## src/rtl/uart_tx_arbiter.sv

```systemverilog
// uart_tx_arbiter: round-robin sharing of one uart_tx between NUM_REQ requesters,
// sequencing write/busy/done and keeping sticky frame/timeout error flags.
module uart_tx_arbiter #(
    parameter int NUM_REQ     = 4,
    parameter int DATA_W      = 8,
    parameter int TIMEOUT_CYC = 32
) (
    input  logic                      baud_i,
    input  logic                      reset_i,
    input  logic                      enable_i,
    input  logic [NUM_REQ-1:0]        req_i,
    input  logic [NUM_REQ*DATA_W-1:0] req_data_i,
    output logic [NUM_REQ-1:0]        ack_o,
    output logic [NUM_REQ-1:0]        grant_o,
    output logic                      tx_enable_o,
    output logic                      tx_write_o,
    output logic [DATA_W-1:0]         tx_data_o,
    input  logic                      tx_busy_i,
    input  logic                      tx_done_i,
    input  logic                      tx_error_i,
    output logic                      idle_o,
    output logic                      frame_err_o,
    output logic                      timeout_err_o
);
    localparam int PW = $clog2(NUM_REQ);
    localparam int TW = $clog2(TIMEOUT_CYC + 1);

    typedef enum logic [1:0] {IDLE, ISSUE, WAIT_DONE} state_t;

    state_t              state_q, state_d;
    logic [PW-1:0]       ptr_q, ptr_d, own_q, own_d, pick, nxt;
    logic [TW-1:0]       timer_q, timer_d;
    logic [NUM_REQ-1:0]  ack_q, ack_d, grant_q, grant_d;
    logic [DATA_W-1:0]   data_q, data_d;
    logic                write_q, write_d, fe_q, fe_d, te_q, te_d, en_q;
    logic                found, expired;

    // Descending scan so the nearest set request at or after ptr wins.
    always_comb begin
        pick  = '0;
        found = 1'b0;
        for (int k = NUM_REQ - 1; k >= 0; k--) begin
            if (req_i[(int'(ptr_q) + k) % NUM_REQ]) begin
                pick  = PW'((int'(ptr_q) + k) % NUM_REQ);
                found = 1'b1;
            end
        end
    end

    assign nxt     = PW'((int'(own_q) + 1) % NUM_REQ);
    assign expired = timer_q == TW'(TIMEOUT_CYC - 1);

    always_comb begin
        state_d = state_q;
        ptr_d   = ptr_q;
        own_d   = own_q;
        timer_d = timer_q;
        ack_d   = '0;
        grant_d = grant_q;
        write_d = write_q;
        data_d  = data_q;
        fe_d    = fe_q;
        te_d    = te_q;
        if (!enable_i) begin
            state_d = IDLE;
            write_d = 1'b0;
            grant_d = '0;
        end else begin
            case (state_q)
                IDLE: if (found) begin
                    own_d   = pick;
                    grant_d = NUM_REQ'(1) << pick;
                    data_d  = req_data_i[int'(pick)*DATA_W +: DATA_W];
                    write_d = 1'b1;
                    timer_d = '0;
                    state_d = ISSUE;
                end
                ISSUE, WAIT_DONE: begin
                    timer_d = timer_q + TW'(1);
                    // Completion beats timeout; busy alone is not completion.
                    if ((state_q == WAIT_DONE && tx_done_i) || expired) begin
                        ack_d   = grant_q;
                        grant_d = '0;
                        write_d = 1'b0;
                        ptr_d   = nxt;
                        state_d = IDLE;
                        fe_d    = fe_q | (state_q == WAIT_DONE && tx_done_i && tx_error_i);
                        te_d    = te_q | !(state_q == WAIT_DONE && tx_done_i);
                    end else if (state_q == ISSUE && tx_busy_i) begin
                        write_d = 1'b0;
                        state_d = WAIT_DONE;
                    end
                end
                default: state_d = IDLE;
            endcase
        end
    end

    always_ff @(posedge baud_i or posedge reset_i) begin
        if (reset_i) begin
            state_q <= IDLE;
            ptr_q   <= '0;
            own_q   <= '0;
            timer_q <= '0;
            ack_q   <= '0;
            grant_q <= '0;
            write_q <= 1'b0;
            data_q  <= '0;
            fe_q    <= 1'b0;
            te_q    <= 1'b0;
            en_q    <= 1'b0;
        end else begin
            state_q <= state_d;
            ptr_q   <= ptr_d;
            own_q   <= own_d;
            timer_q <= timer_d;
            ack_q   <= ack_d;
            grant_q <= grant_d;
            write_q <= write_d;
            data_q  <= data_d;
            fe_q    <= fe_d;
            te_q    <= te_d;
            en_q    <= enable_i;
        end
    end

    assign ack_o         = ack_q;
    assign grant_o       = grant_q;
    assign tx_enable_o   = en_q;
    assign tx_write_o    = write_q;
    assign tx_data_o     = data_q;
    assign idle_o        = state_q == IDLE;
    assign frame_err_o   = fe_q;
    assign timeout_err_o = te_q;
endmodule

```

## config.mk

```make
export PLATFORM = sky130hd
export DESIGN_NAME = uart_tx_arbiter
export DESIGN_NICKNAME = d
export VERILOG_FILES = /design/src/rtl/uart_tx_arbiter.sv
export SDC_FILE = /design/constraint.sdc
export NUM_CORES = 1
export LEC_CHECK = 0
export BUFFER_PORTS_ARGS = -buffer_cell sky130_fd_sc_hd__buf_2
export CAP_MARGIN = 25
export CORE_AREA = 2 2 76 78
export DETAILED_ROUTE_END_ITERATION = 10
export DIE_AREA = 0 0 78 80
export PLACE_DENSITY = 0.65
export SLEW_MARGIN = 20
export SYNTH_ARGS = -nofsm -noshare
export SYNTH_HDL_FRONTEND = slang
export SYNTH_SLANG_ARGS = --single-unit
```

## constraint.sdc

```tcl
create_clock -name baud_i -period 3.95 [get_ports baud_i]
set_clock_uncertainty 0.15 [all_clocks]
set_input_delay 0.9875 -clock baud_i [delete_from_list [all_inputs] [get_ports baud_i]]
set_output_delay 0.9875 -clock baud_i [all_outputs]
set_load 0.02 [all_outputs]
```

# After elaboration in Yosys (flattened, before gate mapping)

Index checks and enable logic that the tools add are counted.

Flip-flop bits (word level): 32
Input port bits: 42
Word-level logic and storage cells: 90
Output and inout port bits: 21

Add/sub/neg operators: 5
Multiplexer cells: 38
Bitwise operators: 5
Eq/ne operators: 8
$lt $le $gt $ge: 4
Shift-type cells: 2
Reductions and logical operators: 17

Operators with widths:

| cell                                                                         | number |
|---|---|
| 32-bit by 6-bit variable part select with 8-bit output                       | 1 |
| 4-bit two-way mux                                                            | 6 |
| 2-bit two-way mux                                                            | 8 |
| 1-bit two-way mux                                                            | 15 |
| 3-bit AND reduction                                                          | 5 |
| 3-bit by 4-bit less-than comparator with 1-bit output, second input constant | 3 |
| 6-bit case mux with 2 select lines                                           | 1 |
| 1-bit binary-select mux with 2-bit select                                    | 4 |
| 4-bit case mux with 2 select lines                                           | 1 |
| 2-bit OR reduction                                                           | 4 |
| 6-bit by 1-bit adder with 6-bit output, second input constant                | 1 |
| 6-bit by 5-bit equality test with 1-bit output, second input constant        | 1 |
| 6-bit two-way mux                                                            | 1 |
| 2-bit by 1-bit adder with 2-bit output, second input constant                | 2 |
| 2-bit adder, second input constant                                           | 2 |
| 4-bit inequality test, second input constant                                 | 1 |
| 2-bit case mux with 2 select lines                                           | 1 |
| 1-bit by 2-bit left shift with 4-bit output, first input constant            | 1 |
| 1-bit bitwise AND, first input constant                                      | 3 |
| 1-bit logical AND                                                            | 3 |
| 2-bit by 3-bit less-than comparator with 1-bit output, second input constant | 1 |
| 3-bit by 1-bit inequality test with 1-bit output, second input constant      | 1 |
| 3-bit by 2-bit inequality test with 1-bit output, second input constant      | 1 |
| 3-bit inequality test, second input constant                                 | 1 |
| other kinds (10)                                                             | 11 |

# Depth between registers and ports, before layout

Depth in word-level cells: 14
Mapped depth: 8

# Worst setup path after synthesis

Ideal clock, no wire load.

Kind: input port to flip-flop
From: input port req_i[1]
To: register grant_q[1], in the netlist grant_o[1]
Buffers on the path: 0
Library setup time: 0.128 ns
Path slack: 1.616 ns
Data arrival time: 2.056 ns
Required time: 3.672 ns
Stages: 4
Path through: nor4_2 -> a21oi_1 -> a21oi_4 -> mux2_1

Longest elaborated chain between the ends: 11
Elaborated cells on any way between the ends: 25
Those cells by class: eq/ne: 1; shift: 1; mux: 22; reduce/logical: 1

Ends and longest elaborated chain:

| item                                                  | RTL line | source |
|---|---|---|
| from (decl)                                           | 11       | `input logic [NUM_REQ-1:0] req_i,` |
| 1-bit binary-select mux with 2-bit select             | 43       | `if (req_i[(int'(ptr_q) + k) % NUM_REQ]) begin` |
| 1-bit two-way mux (not written as such) (2 in series) | 43       |  |
| 2-bit two-way mux (4 in series)                       | 43       |  |
| 1-bit by 2-bit left shift with 4-bit output           | 72       | `grant_d = NUM_REQ'(1) << pick;` |
| 4-bit two-way mux                                     | 70       | `IDLE: if (found) begin` |
| 4-bit case mux with 2 select lines                    | 69       | `case (state_q)` |
| 4-bit two-way mux                                     | 64       | `if (!enable_i) begin` |
| to (signal assigned)                                  | 118      | `grant_q <= grant_d;` |
| to (decl)                                             | 33       | `logic [NUM_REQ-1:0] ack_q, ack_d, grant_q, grant_d;` |

Parallel ways exist; a longest one is shown, timed or not. The select of a mux whose other input is x is not followed.
A chain may end at the register's enable or synchronous reset.

# Worst setup path in the final report

From: input port req_i[1]
To: register data_q[7], in the netlist tx_data_o[7]

Longest elaborated chain between the ends: 8
Elaborated cells on any way between the ends: 21
Those cells by class: shift: 1; mux: 19; reduce/logical: 1

Ends and longest elaborated chain:

| item                                                                                                 | RTL line | source |
|---|---|---|
| 1-bit binary-select mux with 2-bit select                                                            | 43       |  |
| 1-bit two-way mux (not written as such) (2 in series)                                                | 43       |  |
| 2-bit two-way mux / 1-bit two-way mux (equally long branches) (4 in series)                          | 43       |  |
| 32-bit by 6-bit variable part select with 8-bit output / 3-bit AND reduction (equally long branches) | --       |  |
| to (signal assigned)                                                                                 | 120      | `data_q <= data_d;` |
| to (decl)                                                                                            | 34       | `logic [DATA_W-1:0] data_q, data_d;` |

Parallel ways exist; a longest one is shown, timed or not. The select of a mux whose other input is x is not followed.

==> reports/summary.json <==
{
  "run_status": {"value": "complete, no violations"},
  "critPathTopFamily": {"value": "simple AND/OR/NAND/NOR gates"},
  "post-route-worst-setup-slack": {"value": 1.346, "unit": "ns"},
  "route.detailed.wl_per_inst": {"value": 12.55, "unit": "um"},
  "worstPathRequired": {"value": 3.95, "unit": "ns"},
  "horiz_die_dim": {"value": 78, "unit": "um"},
  "core_area": {"value": 5405, "unit": "um^2"},
  "synth_top_area_cell": {"value": "sky130_fd_sc_hd__dfrtp_1"},
  "globalRouteOverflowTotal": {"value": 0},
  "detail_route.wirelength": {"value": 3777, "unit": "um"},
  "grt_max_degree": {"value": 33},
  "cts.sinks": {"value": 32},
  "iter_0_drt_violations": {"value": 46},
  "seq_power_share": {"value": 33.4, "unit": "%"},
  "worst_path_max_delay_cell": {"value": "sky130_fd_sc_hd__or4_1"},
  "timing.reg2reg.setup_slack": {"value": 1.74, "unit": "ns"},
  "yosys_register_bits": {"value": 32},
  "design.die.area": {"value": 6240, "unit": "um^2"},
  "power_frac_clock": {"value": 16.8, "unit": "%"},
  "antenna_left": {"value": 0},
  "crit_arrival": {"value": 2.60, "unit": "ns"},
  "crit_path_cells": {"value": "buf_2, or4_1, nand3_2, nand2b_1, o221ai_2"},
  "cts.hold.buffers_added": {"value": 0},
  "worstSetupEndpointType": {"value": "flop"},
  "total_leakage_power": {"value": 1.159, "unit": "nW"},
  "i_o_pin_cnt": {"value": 63},
  "viasPerCell": {"value": 4.731},
  "slew_violations": {"value": 0},
  "worst_ir_drop_vdd": {"value": 224.3, "unit": "uV"},
  "route.vias.total": {"value": 1424},
  "synth_area": {"value": 1779, "unit": "um^2"},
  "share_comb_of_total_power": {"value": 49.8, "unit": "%"},
  "clk_tree_root_cell": {"value": "sky130_fd_sc_hd__clkbuf_8"},
  "final_period_minus_worst_setup_slack": {"value": 2.604, "unit": "ns"},
  "ctsLongestPathBuffers": {"value": 2},
  "timing.slew.headroom": {"value": 62.96, "unit": "%"},
  "timing_hold_violations_final": {"value": 0},
  "fin_worst_hold_slack": {"value": 0.3128, "unit": "ns"},
  "first_pass_detailed_route_iteration_total": {"value": 4},
  "yosys-top-cells-count": {"value": "32 x sky130_fd_sc_hd__dfrtp_1, 23 x sky130_fd_sc_hd__nand2_1, 18 x sky130_fd_sc_hd__mux2i_1, 10 x sky130_fd_sc_hd__nor2_1, 8 x sky130_fd_sc_hd__o221ai_2"},
  "clkSlewWorstSetupHoldPaths": {"value": 0.06, "unit": "ns"},
  "synthDominantCellAreaShare": {"value": 45.01, "unit": "%"},
  "synth_seq_area_share": {"value": 45.01, "unit": "%"},
  "n_antenna_cell": {"value": 0},
  "worst-path-buf-inv": {"value": 1},
  "die-height": {"value": 80, "unit": "um"},
  "synth.distinct_cells": {"value": 39},
  "gpl.final_weighted_congestion": {"value": 0.7340},
  "place_ws": {"value": 1.027, "unit": "ns"},
  "cts_setup_buffers": {"value": 0},
  "timing_worst_slew_pin_value": {"value": 0.5535, "unit": "ns"},
  "ys.flop_type": {"value": "sky130_fd_sc_hd__dfrtp_1"},
  "worst-setup-path-type": {"value": "in -> reg"},
  "most_area_consuming_cells_after_synthesis": {"value": "sky130_fd_sc_hd__dfrtp_1 45%, sky130_fd_sc_hd__mux2i_1 10%, sky130_fd_sc_hd__o221ai_2 6.8%"},
  "antenna_violations_before_repair": {"value": 0},
  "timing.critical_path.slowest_cell_delay": {"value": 0.58, "unit": "ns"},
  "p_per_area": {"value": 684.9, "unit": "nW/um^2"},
  "syn_nets": {"value": 211},
  "finish.net_count": {"value": 275},
  "grt_setup_unrepaired": {"value": "false"},
  "synth_enable_flop_cells": {"value": 0},
  "grt_pass1_wl": {"value": 6223, "unit": "um"},
  "final.setup.tns": {"value": 0, "unit": "ns"},
  "detailedPlacementHpwl": {"value": 2847, "unit": "um"},
  "maxCapViolations": {"value": 0},
  "via_count_of_the_first_global_routing_pass": {"value": 1390},
  "rows": {"value": 27},
  "setup.worst_path.start_class": {"value": "input port"},
  "min_period_over_period": {"value": 65.92, "unit": "%"},
  "effective_utilization_at_floorplan": {"value": 32.92, "unit": "%"},
  "tritoncts": {"value": "built"},
  "mapped_cells": {"value": 164},
  "cts_buffers": {"value": 5},
  "cts_repair_resize_count": {"value": 0},
  "area_growth": {"value": 25.25, "unit": "%"},
  "synth_area_per_cell": {"value": 10.85, "unit": "um^2"},
  "p_sw": {"value": 0.6361, "unit": "mW"},
  "yosys_warnings": {"value": 0},
  "power.internal": {"value": 0.8900, "unit": "mW"},
  "max_fanout_on_critical_path": {"value": 13},
  "numPortBuffers": {"value": 62},
  "max_frequency": {"value": 384.1, "unit": "MHz"},
  "design_power_total": {"value": 1.526, "unit": "mW"},
  "drive_gt1_share": {"value": 37.99, "unit": "%"},
  "clk-insertion-delay-late": {"value": 0.28, "unit": "ns"},
  "async_flop_share": {"value": 100.0, "unit": "%"},
  "h-tree-depth": {"value": 2},
  "synth_most_common_cell": {"value": "sky130_fd_sc_hd__dfrtp_1"},
  "power_switching_share": {"value": 41.68, "unit": "%"},
  "grt.total_usage": {"value": 12.87, "unit": "%"},
  "hp-class": {"value": "reg -> reg"},
  "drc_errors": {"value": 0},
  "final-setup-viol-count": {"value": 0}
}
==> cells in the final DEF (no fill, tap or decap), types with 2 or more instances in the layout <==
cell type,netlist,routed
sky130_fd_sc_hd__buf_2,2,62
sky130_fd_sc_hd__dfrtp_1,32,32
sky130_fd_sc_hd__nand2_1,23,23
sky130_fd_sc_hd__mux2i_1,18,18
sky130_fd_sc_hd__nor2_1,10,10
sky130_fd_sc_hd__o221ai_2,8,8
sky130_fd_sc_hd__inv_1,7,7
sky130_fd_sc_hd__a21oi_1,7,7
sky130_fd_sc_hd__clkbuf_8,0,6
sky130_fd_sc_hd__o21ai_0,5,5
sky130_fd_sc_hd__ha_1,5,5
sky130_fd_sc_hd__nand3_1,4,4
sky130_fd_sc_hd__and2_1,4,4
sky130_fd_sc_hd__a21o_1,3,3
sky130_fd_sc_hd__xnor2_1,3,3
sky130_fd_sc_hd__nor2b_1,2,2
sky130_fd_sc_hd__o22ai_2,2,2
sky130_fd_sc_hd__nor3_1,2,2
sky130_fd_sc_hd__nand2b_1,2,2
sky130_fd_sc_hd__mux2_1,2,2
sky130_fd_sc_hd__or3_1,2,2
sky130_fd_sc_hd__clkbuf_1,0,2
sky130_fd_sc_hd__buf_4,1,2
==> through the flow <==
| stage | cells | area (um^2) | utilization, % |
|---|---|---|---|
| 2_1_floorplan | 164 | 1779 | - |
| 3_3_place_gp | 293 | 2138 | 39.56 |
| 3_5_place_dp | 293 | 2138 | 39.56 |
| 4_1_cts | 301 | 2228 | 41.23 |
| 5_1_grt | 301 | 2228 | 41.23 |
| 6_report | 301 | 2228 | 41.23 |
==> worst reg2reg max path, cell delays in order (launching register included) <==
cell and delay, ns:
sky130_fd_sc_hd__dfrtp_1 0.38, sky130_fd_sc_hd__inv_1 0.12, sky130_fd_sc_hd__ha_1 0.40, sky130_fd_sc_hd__nand3_2 0.31, sky130_fd_sc_hd__nand2b_1 0.48, sky130_fd_sc_hd__o221ai_2 0.29
==> worst paths after layout <==
check / from / to / cells after the start
setup / recovery: req_i[1] / tx_data_o[7] / 5
hold / removal: timeout_err_o / timeout_err_o / 1
setup reg to reg: state_q[0] / tx_data_o[7] / 5
hold reg to reg: timeout_err_o / timeout_err_o / 1
max in group asynchronous: reset_i / grant_o[3] / 3
min in group asynchronous: reset_i / ack_o[0] / 3
==> state kept, by name (all words and copies together) (netlist names) <==
name,cells
tx_data_o,8
own_q,2
state_q,2
ack_o,4
timer_q,6
ptr_q,2
tx_write_o,1
grant_o,4
frame_err_o,1
tx_enable_o,1
timeout_err_o,1
==> kinds of logic after synthesis <==
| kind of cell | after synthesis | share of synthesized area, % |
|---|---|---|
| muxes | 20 | 11.39 |
| and+or+nand+nor | 56 | 15.54 |
| buffers and inverters | 14 | 4.641 |
| xor gates and xnor gates | 3 | 1.477 |
| AOI/OAI and AO/OA | 34 | 18.43 |
| DFF | 32 | 45.01 |
| adders and majority gates | 5 | 3.516 |
==> power by group through the flow <==
stage / clock network, mW / registers, mW / logic [mW]
2_1_floorplan: 0 / 0.585 / 0.530
3_3_place_gp: 0 / 0.515 / 0.759
3_5_place_dp: 0 / 0.513 / 0.771
6_report: 0.257 / 0.510 / 0.760
4_1_cts: 0.264 / 0.511 / 0.771
5_1_grt: 0.281 / 0.526 / 0.845
==> layer usage <==
metal | vias up | global-route usage [%] | wire (um)
li1 | 709 | - | -
met1 | 655 | 15.67 | 1741
met5 | - | 0 | 0
met3 | 5 | 3.507 | 265
met4 | 0 | 6.842 | 46
met2 | 55 | 20.78 | 1724
==> cell type report <==
cell class	count	area, um^2
Clock buffer	8	90.09
Fill cell	537	3177
Inverter	7	26.28
Multi-Input combinational cell	118	895.9
Sequential cell	32	800.8
Tap cell	72	90.09
Timing Repair Buffer	64	325.3
Power figures use the tool's default switching activity.
